--- config.mk ---
export PLATFORM = sky130hd
export DESIGN_NAME = wb_status_mailbox
export DESIGN_NICKNAME = d
export VERILOG_FILES = /design/src/rtl/wb_mbox_pkg.sv /design/src/rtl/wb_mbox_fifo.sv /design/src/rtl/wb_status_mailbox.sv
export SDC_FILE = /design/constraint.sdc
export NUM_CORES = 1
export LEC_CHECK = 0
export ABC_CLOCK_PERIOD_IN_PS = 4300
export CORE_MARGIN = 5
export CORE_UTILIZATION = 40
export CTS_CLUSTER_DIAMETER = 120
export DETAILED_ROUTE_END_ITERATION = 10
export GPL_TIMING_DRIVEN = 0
export PLACE_DENSITY = 0.56
export SYNTH_ARGS = -nofsm -noshare
export SYNTH_HDL_FRONTEND = slang
export SYNTH_SLANG_ARGS = --single-unit
--- constraint.sdc ---
create_clock -name wb_clk_i -period 4.3 [get_ports wb_clk_i]
set_input_delay 0.43 -clock wb_clk_i [delete_from_list [all_inputs] [get_ports wb_clk_i]]
set_output_delay 0.43 -clock wb_clk_i [all_outputs]
set_load 0.005 [all_outputs]
--- src/rtl/wb_mbox_pkg.sv ---
// wb_mbox_pkg
// Shared definitions for the Wishbone status mailbox: register word indices,
// CTRL/STATUS bit positions and the drain FSM state encoding.
package wb_mbox_pkg;

  // Register word indices (wbs_adr_i[4:2])
  localparam logic [2:0] IDX_CTRL   = 3'd0;
  localparam logic [2:0] IDX_STATUS = 3'd1;
  localparam logic [2:0] IDX_PUSH   = 3'd2;
  localparam logic [2:0] IDX_DIRECT = 3'd3;
  localparam logic [2:0] IDX_HOLD   = 3'd4;

  // CTRL bit positions
  localparam int CTRL_EN  = 0;
  localparam int CTRL_OE  = 1;
  localparam int CTRL_CLR = 2;

  // STATUS bit positions (level occupies [5:0])
  localparam int STAT_EMPTY = 8;
  localparam int STAT_FULL  = 9;
  localparam int STAT_OVF   = 10;

  typedef enum logic [1:0] {
    ST_IDLE = 2'd0,
    ST_LOAD = 2'd1,
    ST_HOLD = 2'd2
  } drain_state_t;

endpackage

--- src/rtl/wb_mbox_fifo.sv ---
// wb_mbox_fifo
// Synchronous FIFO holding status words between firmware pushes and the
// drain FSM. Push on full and pop on empty are ignored; flush empties the
// FIFO on the next clock edge and wins over a simultaneous push/pop.
// Ports:
//   clk, rst_n   clock, asynchronous active-low reset
//   flush        synchronous clear of all entries
//   push, wdata  write request and data
//   pop, rdata   read request; rdata always shows the head entry
//   level        number of stored entries (0..DEPTH)
//   full, empty  status flags
module wb_mbox_fifo
  import wb_mbox_pkg::*;
#(
  parameter int DEPTH = 8,
  parameter int WIDTH = 16,
  localparam int AW   = $clog2(DEPTH)
) (
  input  logic             clk,
  input  logic             rst_n,
  input  logic             flush,
  input  logic             push,
  input  logic [WIDTH-1:0] wdata,
  input  logic             pop,
  output logic [WIDTH-1:0] rdata,
  output logic [AW:0]      level,
  output logic             full,
  output logic             empty
);

  logic [WIDTH-1:0] mem [DEPTH];
  logic [AW-1:0]    wr_ptr_reg;
  logic [AW-1:0]    rd_ptr_reg;
  logic [AW:0]      count_reg;
  logic             do_push;
  logic             do_pop;

  assign full    = (count_reg == (AW+1)'(DEPTH));
  assign empty   = (count_reg == '0);
  assign level   = count_reg;
  assign rdata   = mem[rd_ptr_reg];
  assign do_push = push & ~full & ~flush;
  assign do_pop  = pop & ~empty & ~flush;

  // Storage has no reset so it can map onto RAM primitives.
  always_ff @(posedge clk) begin
    if (do_push) mem[wr_ptr_reg] <= wdata;
  end

  // DEPTH is a power of two, so the pointers wrap naturally.
  always_ff @(posedge clk or negedge rst_n) begin
    if (!rst_n) begin
      wr_ptr_reg <= '0;
      rd_ptr_reg <= '0;
      count_reg  <= '0;
    end else if (flush) begin
      wr_ptr_reg <= '0;
      rd_ptr_reg <= '0;
      count_reg  <= '0;
    end else begin
      if (do_push) wr_ptr_reg <= wr_ptr_reg + 1'b1;
      if (do_pop)  rd_ptr_reg <= rd_ptr_reg + 1'b1;
      case ({do_push, do_pop})
        2'b10:   count_reg <= count_reg + 1'b1;
        2'b01:   count_reg <= count_reg - 1'b1;
        default: count_reg <= count_reg;
      endcase
    end
  end

endmodule

--- src/rtl/wb_status_mailbox.sv ---
// wb_status_mailbox
// Wishbone responder that queues status words from the management SoC and
// sequences them onto a 16-bit status bus with a programmable hold time per
// word, or drives a single DIRECT value when the drain engine is disabled.
// Optional build macro: WB_MBOX_ERR_EN -- unmapped accesses, STATUS writes
// and PUSH reads terminate with wbs_err_o instead of wbs_ack_o.
// Ports:
//   wb_clk_i, wb_rst_n        clock, asynchronous active-low reset
//   wbs_cyc_i/stb_i/we_i      Wishbone cycle, strobe, write enable
//   wbs_adr_i, wbs_sel_i      byte address ([4:2] = register), byte lanes
//   wbs_dat_i, wbs_dat_o      write data, registered read data
//   wbs_ack_o, wbs_err_o      single-cycle acknowledge / error
//   status_o, status_oe_n     status word and active-low pad enables
//   irq_o                     FIFO drained and FSM idle while enabled
// HOLD_W must not exceed 32.
module wb_status_mailbox
  import wb_mbox_pkg::*;
#(
  parameter int FIFO_DEPTH = 8,
  parameter int HOLD_W     = 16
) (
  input  logic        wb_clk_i,
  input  logic        wb_rst_n,
  input  logic        wbs_cyc_i,
  input  logic        wbs_stb_i,
  input  logic        wbs_we_i,
  input  logic [7:0]  wbs_adr_i,
  input  logic [3:0]  wbs_sel_i,
  input  logic [31:0] wbs_dat_i,
  output logic [31:0] wbs_dat_o,
  output logic        wbs_ack_o,
  output logic        wbs_err_o,
  output logic [15:0] status_o,
  output logic [15:0] status_oe_n,
  output logic        irq_o
);

  localparam int LVL_W = $clog2(FIFO_DEPTH) + 1;

  logic [2:0]        idx;
  logic              req;
  logic              bad;
  logic              wr_ok;
  logic              rd_ok;
  logic              ctrl_clr;
  logic              push_req;
  logic [31:0]       rdata;

  logic              en_reg;
  logic              oe_reg;
  logic              ovf_reg;
  logic [15:0]       direct_reg;
  logic [HOLD_W-1:0] hold_reg;
  logic [HOLD_W-1:0] hold_next;
  logic [HOLD_W-1:0] hold_load;
  logic [HOLD_W-1:0] cnt_reg;
  logic [15:0]       word_reg;

  drain_state_t      state_reg;
  drain_state_t      state_next;
  logic              pop;

  logic [15:0]       fifo_head;
  logic [LVL_W-1:0]  fifo_level;
  logic              fifo_full;
  logic              fifo_empty;

  logic              unused_ok;
  assign unused_ok = ^{wbs_adr_i[7:5], wbs_adr_i[1:0], wbs_dat_i[31:16], wbs_sel_i[3:2]};

  assign idx = wbs_adr_i[4:2];
  // A new request is only taken while no response is on the bus, which is
  // what gives a held strobe one response every second cycle.
  assign req = wbs_cyc_i & wbs_stb_i & ~wbs_ack_o & ~wbs_err_o;

`ifdef WB_MBOX_ERR_EN
  always_comb begin
    bad = 1'b0;
    if (idx > IDX_HOLD)                       bad = 1'b1;
    if (wbs_we_i  && (idx == IDX_STATUS))     bad = 1'b1;
    if (!wbs_we_i && (idx == IDX_PUSH))       bad = 1'b1;
  end
`else
  assign bad = 1'b0;
`endif

  assign wr_ok    = req & wbs_we_i & ~bad;
  assign rd_ok    = req & ~wbs_we_i & ~bad;
  assign ctrl_clr = wr_ok & (idx == IDX_CTRL) & wbs_sel_i[0] & wbs_dat_i[CTRL_CLR];
  assign push_req = wr_ok & (idx == IDX_PUSH) & (wbs_sel_i[1:0] == 2'b11);

  // Read mux; CLR and PUSH read back as zero.
  always_comb begin
    rdata = 32'h0;
    case (idx)
      IDX_CTRL:   rdata = {30'h0, oe_reg, en_reg};
      IDX_STATUS: begin
        rdata[5:0]        = 6'(fifo_level);
        rdata[STAT_EMPTY] = fifo_empty;
        rdata[STAT_FULL]  = fifo_full;
        rdata[STAT_OVF]   = ovf_reg;
      end
      IDX_DIRECT: rdata = {16'h0, direct_reg};
      IDX_HOLD:   rdata = 32'(hold_reg);
      default:    rdata = 32'h0;
    endcase
  end

  // Byte-lane merge of a HOLD write.
  always_comb begin
    hold_next = hold_reg;
    if (wr_ok && (idx == IDX_HOLD)) begin
      for (int b = 0; b < HOLD_W; b++) begin
        if (wbs_sel_i[b / 8]) hold_next[b] = wbs_dat_i[b];
      end
    end
  end

  always_ff @(posedge wb_clk_i or negedge wb_rst_n) begin
    if (!wb_rst_n) begin
      wbs_ack_o <= 1'b0;
      wbs_dat_o <= 32'h0;
    end else begin
      wbs_ack_o <= req & ~bad;
      wbs_dat_o <= rd_ok ? rdata : 32'h0;
    end
  end

`ifdef WB_MBOX_ERR_EN
  always_ff @(posedge wb_clk_i or negedge wb_rst_n) begin
    if (!wb_rst_n) wbs_err_o <= 1'b0;
    else           wbs_err_o <= req & bad;
  end
`else
  assign wbs_err_o = 1'b0;
`endif

  always_ff @(posedge wb_clk_i or negedge wb_rst_n) begin
    if (!wb_rst_n) begin
      en_reg     <= 1'b0;
      oe_reg     <= 1'b0;
      ovf_reg    <= 1'b0;
      direct_reg <= 16'h0;
      hold_reg   <= HOLD_W'(1);
    end else begin
      hold_reg <= hold_next;
      if (wr_ok && (idx == IDX_CTRL) && wbs_sel_i[0]) begin
        en_reg <= wbs_dat_i[CTRL_EN];
        oe_reg <= wbs_dat_i[CTRL_OE];
      end
      if (wr_ok && (idx == IDX_DIRECT)) begin
        if (wbs_sel_i[0]) direct_reg[7:0]  <= wbs_dat_i[7:0];
        if (wbs_sel_i[1]) direct_reg[15:8] <= wbs_dat_i[15:8];
      end
      if (ctrl_clr)                   ovf_reg <= 1'b0;
      else if (push_req && fifo_full) ovf_reg <= 1'b1;
    end
  end

  wb_mbox_fifo #(
    .DEPTH (FIFO_DEPTH),
    .WIDTH (16)
  ) u_fifo (
    .clk   (wb_clk_i),
    .rst_n (wb_rst_n),
    .flush (ctrl_clr),
    .push  (push_req),
    .wdata (wbs_dat_i[15:0]),
    .pop   (pop),
    .rdata (fifo_head),
    .level (fifo_level),
    .full  (fifo_full),
    .empty (fifo_empty)
  );

  // Hold of 0 behaves as 1, so the counter starts at max(HOLD,1)-1.
  assign hold_load = (hold_reg == '0) ? '0 : hold_reg - 1'b1;

  always_comb begin
    state_next = state_reg;
    pop        = 1'b0;
    case (state_reg)
      ST_IDLE: if (!fifo_empty) state_next = ST_LOAD;
      ST_LOAD: begin
        pop        = ~fifo_empty;
        state_next = ST_HOLD;
      end
      ST_HOLD: if (cnt_reg == '0) state_next = fifo_empty ? ST_IDLE : ST_LOAD;
      default: state_next = ST_IDLE;
    endcase
    // Disable or flush parks the engine; the FIFO keeps its contents on disable.
    if (!en_reg || ctrl_clr) begin
      state_next = ST_IDLE;
      pop        = 1'b0;
    end
  end

  always_ff @(posedge wb_clk_i or negedge wb_rst_n) begin
    if (!wb_rst_n) begin
      state_reg <= ST_IDLE;
      cnt_reg   <= '0;
      word_reg  <= 16'h0;
    end else begin
      state_reg <= state_next;
      if (pop) word_reg <= fifo_head;
      if (state_reg == ST_LOAD)                    cnt_reg <= hold_load;
      else if (state_reg == ST_HOLD && cnt_reg != '0) cnt_reg <= cnt_reg - 1'b1;
    end
  end

  assign status_o    = en_reg ? word_reg : direct_reg;
  assign status_oe_n = {16{~oe_reg}};
  assign irq_o       = en_reg & fifo_empty & (state_reg == ST_IDLE);

endmodule

After elaboration in Yosys (flattened, before gate mapping)

Memory sizes are Yosys's and may differ from the RTL's. A register that Yosys moved wholly into a read port is not among the register bits.
Cells that the tools add are included.

Add/subtract/negate cells: 6
Eq/ne operators: 12
Muxes and demuxes: 26
Bitwise operators: 21
Reduce and logical (&&, ||, !) cells: 25

Operators by type and width:

| kind                                                | count |
|---|---|
| 2-to-1 mux 16 bit                                   | 4 |
| zero test 16 bit                                    | 2 |
| 2-to-1 mux 32 bit                                   | 1 |
| subtractor 16 x 1 -> 16 bit, second input constant  | 2 |
| case mux 6 bit (4 select lines)                     | 1 |
| nonzero test 16 bit                                 | 1 |
| bitwise AND 1 bit                                   | 15 |
| 2-to-1 mux 3 bit                                    | 4 |
| case mux 5 bit (2 select lines)                     | 1 |
| AND reduction 2 bit                                 | 5 |
| case mux 3 bit (3 select lines)                     | 1 |
| case mux 4 bit (2 select lines)                     | 1 |
| nonzero test 2 bit                                  | 4 |
| 2-to-1 mux 1 bit                                    | 7 |
| adder 3 x 1 -> 3 bit, second input constant         | 2 |
| equality test 2 bit, second input constant          | 3 |
| equality test 3 x 2 -> 1 bit, second input constant | 2 |
| logical AND 1 bit                                   | 6 |
| 2-to-1 mux 2 bit                                    | 3 |
| inequality test 3 bit, second input constant        | 2 |
| NOT 1 bit                                           | 6 |
| case mux 2 bit (3 select lines)                     | 1 |
| adder 4 x 1 -> 4 bit, second input constant         | 1 |
| equality test 2 x 1 -> 1 bit, second input constant | 2 |
| 12 further kinds                                    | 13 |

Flip-flop bits (word level): 96
Bits in writable memories: 128
Bits of input ports: 49
Output and inout port bits: 67
Logic and storage cells: 105
Memories: 1

Memories:

| name       | words | bits a word | read ports | clocked after memory_dff | write ports | line               | source |
|---|---|---|---|---|---|---|---|
| u_fifo.mem | 8     | 16          | 1          | 1                        | 1           | wb_mbox_fifo.sv:31 | `logic [WIDTH-1:0] mem [DEPTH];` |

Depth between registers and ports, before layout

Depth after elaboration: 13
Depth in mapped cells: 12
Mapped depth without buffers: 10

Modules after synthesis

Synthesis repeated with hierarchy kept, for this count alone.

Cells, all modules: 684
Area, all modules: 10,121.0 µm²

By module, submodules not included:

| module            | times used | cells each | area each (µm²) | sequential area each (µm²) |
|---|---|---|---|---|
| wb_mbox_fifo      | 1          | 264        | 5,491.5         | 4,093.9 |
| wb_status_mailbox | 1          | 420        | 4,629.4         | 2,153.3 |

Worst setup path after synthesis

Ideal clock, no wire load.

Path kind: input to register
From: input wbs_adr_i[3]
To: memory u_fifo.mem[0][0], enable pin
Library setup time: 0.409 ns
Data arrival time: 2.508 ns
Data required time: 3.891 ns
Path slack: 1.383 ns
Stages on the path: 6
Buffers on the path: 2
Path through: clkbuf_1 > and4bb_2 > and4_4 > buf_6 > nand2b_1 > nor3_1

Word-level cells in the longest chain between the ends: 8
Elaborated cells between the ends (all ways): 12
Classes of those cells: eq/ne (1); mux (2); bitwise (8); reduce/logical (1)

Ends and longest elaborated chain:

| item                                       | line                    | source |
|---|---|---|
| start, declared                            | wb_status_mailbox.sv:27 | `input logic [7:0] wbs_adr_i,` |
| zero test 3 bit                            | wb_status_mailbox.sv:89 | `assign ctrl_clr = wr_ok & (idx == IDX_CTRL) & wbs_sel_i[0] & wbs_dat_i[CTRL_CLR];` |
| bitwise AND 1 bit (3 in a row)             | wb_status_mailbox.sv:89 |  |
| NOT 1 bit                                  | wb_mbox_fifo.sv:42      | `assign do_push = push & ~full & ~flush;` |
| bitwise AND 1 bit (*)                      | wb_mbox_fifo.sv:42      |  |
| 2-to-1 mux 1 bit (*)                       | wb_mbox_fifo.sv:47      | `if (do_push) mem[wr_ptr_reg] <= wdata;` |
| 2-to-1 mux 1 bit (implied by the code) (*) | wb_mbox_fifo.sv:47      |  |
| end, declared                              | wb_mbox_fifo.sv:31      |  |

Mark *: on every way between the ends. The rest lies on a longest branch, timed or not.

Worst setup path after layout

From: register wbs_ack_o
To: register u_fifo.count_reg[3] (netlist: u_fifo.level[3])

Word-level cells in the longest chain between the ends: 13
Elaborated cells between the ends (all ways): 20
Classes of those cells: eq/ne (2); mux (3); bitwise (13); reduce/logical (2)

Ends and longest elaborated chain:

| item                                                                | line                     | source |
|---|---|---|
| start, declared                                                     | wb_status_mailbox.sv:31  | `output logic wbs_ack_o,` |
| start signal, assigned                                              | wb_status_mailbox.sv:124 | `wbs_ack_o <= req & ~bad;` |
| NOT 1 bit (*)                                                       | wb_status_mailbox.sv:74  | `assign req = wbs_cyc_i & wbs_stb_i & ~wbs_ack_o & ~wbs_err_o;` |
| bitwise AND 1 bit (*)                                               | wb_status_mailbox.sv:74  |  |
| bitwise AND 1 bit (*)                                               | wb_status_mailbox.sv:87  | `assign wr_ok = req & wbs_we_i & ~bad;` |
| bitwise AND 1 bit (3 in a row)                                      | wb_status_mailbox.sv:89  |  |
| logical OR 1 bit                                                    | wb_status_mailbox.sv:192 | `if (!en_reg \|\| ctrl_clr) begin` |
| 2-to-1 mux 1 bit                                                    | wb_status_mailbox.sv:192 |  |
| bitwise AND 1 bit (2 in a row)                                      | wb_mbox_fifo.sv:43       | `assign do_pop = pop & ~empty & ~flush;` |
| equality test 2 x 1 -> 1 bit or equality test 2 bit (tied branches) | wb_mbox_fifo.sv:63       | `case ({do_push, do_pop})` |
| case mux 4 bit (2 select lines)                                     | wb_mbox_fifo.sv:63       |  |
| 2-to-1 mux 4 bit                                                    | wb_mbox_fifo.sv:56       | `end else if (flush) begin` |
| end signal, assigned                                                | wb_mbox_fifo.sv:64       | `2'b10: count_reg <= count_reg + 1'b1;` |
| end signal, assigned                                                | wb_mbox_fifo.sv:65       | `2'b01: count_reg <= count_reg - 1'b1;` |
| end signal, assigned                                                | wb_mbox_fifo.sv:66       | `default: count_reg <= count_reg;` |
| end, declared                                                       | wb_mbox_fifo.sv:34       | `logic [AW:0] count_reg;` |

Marks and branches as above.
A chain may end at the register's enable or synchronous reset.

==> flow_summary.rst <==
.. list-table::
   :header-rows: 1

   * - Metric
     - Value
   * - Vias in the first global route
     - 6,446
   * - Number of levels in the clock H-tree
     - 1
   * - Maximum net fanout on the critical path
     - 10
   * - Power spent charging and discharging nets
     - 1.61 mW
   * - PnR Total Power
     - 5.90 mW
   * - CP startpoint kind
     - flip-flop
   * - Die footprint
     - 28,000 sq um
   * - Antenna violations before repair
     - 0
   * - Final Setup Violations
     - 0
   * - Ys flop type
     - sky130_fd_sc_hd__edfxtp_1
   * - Endpoint class of the critical path
     - flip-flop
   * - Met3 WL
     - 1.22 mm
   * - Inserted Clock Buffers
     - 25
   * - Setup slack after layout
     - 0.801 ns
   * - Max-slew violation count
     - 0
   * - Total wire length after detailed routing
     - 23.5 mm
   * - Die Y-Extent
     - 167 um
   * - Synth unique cells
     - 64
   * - Uppermost layer routed
     - met4
   * - Number of enable flip-flop cells after synthesis
     - 128
   * - Routability cong.
     - 0.818
   * - Fmax
     - 0.286 GHz
   * - Routed wirelength normalized by instance count
     - 20.3 um
   * - Number of clock sinks
     - 224
   * - Slew at the pin with the worst max-slew slack
     - 0.901 ns
   * - Launch point of the worst hold path
     - wbs_sel_i[0]
   * - Total grt overflow
     - 0
   * - Cell type with the highest occurrence count on the critical path
     - sky130_fd_sc_hd__nand2_1
   * - Antenna fix cells
     - 0
   * - FFs w/ async S/R, synth
     - 42.9%
   * - Routed via count
     - 6,193
   * - Sequential fraction of the synthesis area
     - 63.0%
   * - Share of power burned in the clock network
     - 34.6%
   * - Most frequent cells in the layout
     - 128 x sky130_fd_sc_hd__edfxtp_1, 95 x sky130_fd_sc_hd__dfrtp_1, 72 x sky130_fd_sc_hd__clkdlybuf4s50_1, 54 x sky130_fd_sc_hd__mux2_2, 47 x sky130_fd_sc_hd__nand2_1
   * - Length of routed met2 wiring
     - 12.1 mm
   * - Top cell type by total area after synthesis
     - sky130_fd_sc_hd__edfxtp_1
   * - Leakage power figure
     - 4.54 nW
   * - Fraction of power spent switching nets
     - 27.3%
   * - Family of cells with the greatest summed delay on the critical path
     - simple AND/OR/NAND/NOR gates
   * - Largest register FFs
     - 128
   * - Area share of the largest cell type after synthesis
     - 38.8%
   * - Post-route clock period utilization
     - 81.4%
   * - Pre-antenna DRT Iters
     - 5
   * - Clk_skew
     - 0.0176 ns
   * - Worst supply voltage drop on vdd
     - 0.290 mV
   * - Starting DRC count in detailed routing
     - 452
   * - Yosys synthesis warning count
     - 0
   * - Most area-consuming cells after synthesis
     - sky130_fd_sc_hd__edfxtp_1 39%, sky130_fd_sc_hd__dfrtp_1 24%, sky130_fd_sc_hd__mux4_2 7.3%
   * - Most common cell after layout, fill and taps aside
     - sky130_fd_sc_hd__edfxtp_1
   * - Number of nets in the layout
     - 875
   * - Worst slack, placed
     - 0.327 ns
   * - Buffer depth of the longest clock path
     - 3
   * - Mapped Avg Cell Area
     - 14.3 sq um
   * - Number of routed nets with antenna violations
     - 0
   * - Required time of the worst setup path
     - 4.74 ns
   * - Count of buffer and inverter cells on the critical path
     - 2
   * - Relative slew margins
     - 39.6%
   * - Critical Path, Cell by Cell
     - and4b_1, clkbuf_1, nand4_1, nand2_1, buf_2, nor2_1, ha_1, a21oi_1, nand2_1, or3_1, o21ai_1, a211o_1
   * - Share of final-layout standard cells stronger than drive strength 1
     - 22.9%
   * - Die span in x
     - 167 um
   * - CTS tree
     - built
   * - Number of failing hold endpoints at the final stage
     - 0
   * - Data arrival time of the critical path
     - 3.94 ns
   * - Clock Latency Late Sink
     - 0.52 ns
   * - Maximum number of pins on one net before global-route repair
     - 59
   * - RSZ-0062 raised after global routing
     - false
   * - Number of input and output port buffers inserted
     - 73
   * - Wire length of the first global-routing pass
     - 37.3 mm
   * - Number of placement rows
     - 57
   * - Post-synthesis cell count
     - 693
   * - Start point of the critical path
     - wbs_ack_o
   * - Flops & latches, synth
     - 224
   * - P_int
     - 4.29 mW
   * - Part of the power in combinational logic
     - 20.6%
   * - Met1 wire length
     - 9.73 mm
   * - Starting density of the core
     - 40.7%
   * - PwrDens
     - 489 nW/um^2
   * - Delay of the slowest cell on the worst path
     - 0.43 ns
   * - Area of the core
     - 24,400 sq um
   * - Minimum period implied by the final worst setup slack
     - 3.50 ns
   * - Worst Path Class, Setup
     - flip-flop to flip-flop
   * - Status
     - finished, final reports clean
   * - Fraction of power consumed by sequential logic
     - 44.8%
   * - Fill cells
     - 2,113
   * - Via-to-Cell Ratio
     - 5.33
   * - Growth of design area from synthesis to finish
     - 21.6%
   * - Post-CTS clock slew at the launch and capture registers of the worst setup and hold paths
     - 0.06 ns
   * - Hold Path Class
     - input port to flip-flop
   * - Largest reg by FF count
     - u_fifo.mem
   * - Worst reg2reg startpoint
     - wbs_ack_o
   * - Clock root buffer
     - sky130_fd_sc_hd__clkbuf_16
   * - Critical-path cell with the highest stage delay
     - sky130_fd_sc_hd__nand4_1
   * - IO Count
     - 116
   * - Setup TNS Final
     - 0 ns
   * - Post-synthesis instance area
     - 9920 sq um
   * - Global Route Usage Sum
     - 16.8%
   * - MaxCap Viol Count
     - 0
   * - HPWL after DPL
     - 17.2 mm
   * - Residual DRC count
     - 0
[cell usage after synthesis, types with 3 or more instances]
| cell type | count |
|---|---|
| sky130_fd_sc_hd__edfxtp_1 | 128 |
| sky130_fd_sc_hd__or4_1 | 3 |
| sky130_fd_sc_hd__a22oi_1 | 14 |
| sky130_fd_sc_hd__nand2b_1 | 7 |
| sky130_fd_sc_hd__nand3_1 | 17 |
| sky130_fd_sc_hd__a31oi_1 | 4 |
| sky130_fd_sc_hd__nand4_1 | 7 |
| sky130_fd_sc_hd__o21a_1 | 3 |
| sky130_fd_sc_hd__o221ai_1 | 5 |
| sky130_fd_sc_hd__and3_1 | 3 |
| sky130_fd_sc_hd__nor3_1 | 12 |
| sky130_fd_sc_hd__o211ai_1 | 10 |
| sky130_fd_sc_hd__nor2_1 | 47 |
| sky130_fd_sc_hd__mux4_2 | 32 |
| sky130_fd_sc_hd__o21ai_1 | 3 |
| sky130_fd_sc_hd__or3_1 | 6 |
| sky130_fd_sc_hd__o21ai_0 | 27 |
| sky130_fd_sc_hd__nor2b_1 | 4 |
| sky130_fd_sc_hd__mux2_2 | 54 |
| sky130_fd_sc_hd__nor3b_1 | 4 |
| sky130_fd_sc_hd__xor2_1 | 5 |
| sky130_fd_sc_hd__inv_1 | 12 |
| sky130_fd_sc_hd__buf_1 | 3 |
| sky130_fd_sc_hd__clkbuf_1 | 18 |
| sky130_fd_sc_hd__nand2_1 | 47 |
| sky130_fd_sc_hd__buf_2 | 8 |
| sky130_fd_sc_hd__xnor2_1 | 9 |
| sky130_fd_sc_hd__mux2i_1 | 19 |
| sky130_fd_sc_hd__a21oi_1 | 11 |
| sky130_fd_sc_hd__ha_1 | 6 |
| sky130_fd_sc_hd__dfrtp_1 | 95 |
| sky130_fd_sc_hd__buf_4 | 32 |
[worst reg2reg max path, stage by stage (launching register included)]
cell	delay (ns)
sky130_fd_sc_hd__dfrtp_1	0.39
sky130_fd_sc_hd__and4b_1	0.26
sky130_fd_sc_hd__clkbuf_1	0.29
sky130_fd_sc_hd__nand4_1	0.43
sky130_fd_sc_hd__nand2_1	0.43
sky130_fd_sc_hd__buf_2	0.29
sky130_fd_sc_hd__nor2_1	0.12
sky130_fd_sc_hd__ha_1	0.33
sky130_fd_sc_hd__a21oi_1	0.21
sky130_fd_sc_hd__nand2_1	0.12
sky130_fd_sc_hd__or3_1	0.31
sky130_fd_sc_hd__o21ai_1	0.12
sky130_fd_sc_hd__a211o_1	0.12
[through the flow]
step	cell area, sq um	cells	utilization, %	hold slack (ns)
after CTS	12100	1161	49.4	0.364
after detailed placement	11300	1115	46.2	0.442
final	12100	1161	49.4	0.388
after global routing	12100	1161	49.4	0.394
after floorplan	9980	709	-	0.134
after global placement	11100	1106	45.6	0.443
[layout make-up]
class,instances,area [sq um],share of cell area [%]
clock buffers,36,687,5.70
repair buffers,83,863,7.16
inverters,12,45.0,0.374
plain buffers,62,370,3.07
clock inverters,9,98.8,0.820
well taps,324,405,3.36
flip-flops and latches,224,6250,51.8
multi-input cells,411,3340,27.7
[routing by layer]
layer	GRT usage, %	vias to the layer above
met3	2.73	41
met2	29.7	188
met4	4.06	0
li1	-	2841
met1	21.8	3123
met5	0	-
[worst paths after layout]
kind                                    to  slack [ns]  cells past startpoint
setup reg to reg           u_fifo.level[3]        0.80                     12
max in group asynchronous      hold_reg[0]        3.12                      3
hold / removal                      en_reg        0.39                      3
hold reg to reg                  wbs_ack_o        0.46                      1
setup / recovery           u_fifo.level[3]        0.80                     12
min in group asynchronous      cnt_reg[10]        0.45                      2
[what timing repair did]
item / in CTS / in global routing
setup buffers: 0 / 0
hold endpoints to repair: 38 / 0
hold buffers: 1 / 0
resized for setup: 0 / 0
[power by group through the flow]
stage	registers, mW	clock network [mW]	logic [mW]
3_3_place_gp	2.67	0	1.20
6_report	2.64	2.04	1.22
2_1_floorplan	2.62	0	0.857
3_5_place_dp	2.68	0	1.23
4_1_cts	2.64	2.09	1.23
5_1_grt	2.67	2.19	1.35
[kinds of logic (layout without fill, tap and decap cells)]
family	Yosys count	in the layout	synth area share [%]
xor gates and xnor gates	14	14	1.24
buffers and inverters	74	202	4.19
muxes	105	105	15.3
adders and majority gates	7	7	0.959
other	1	17	0.0378
AOI/OAI and AO/OA	95	95	6.40
and+or+nand+nor	173	173	8.88
DFF	224	224	63.0
Power figures use the tool's default switching activity.
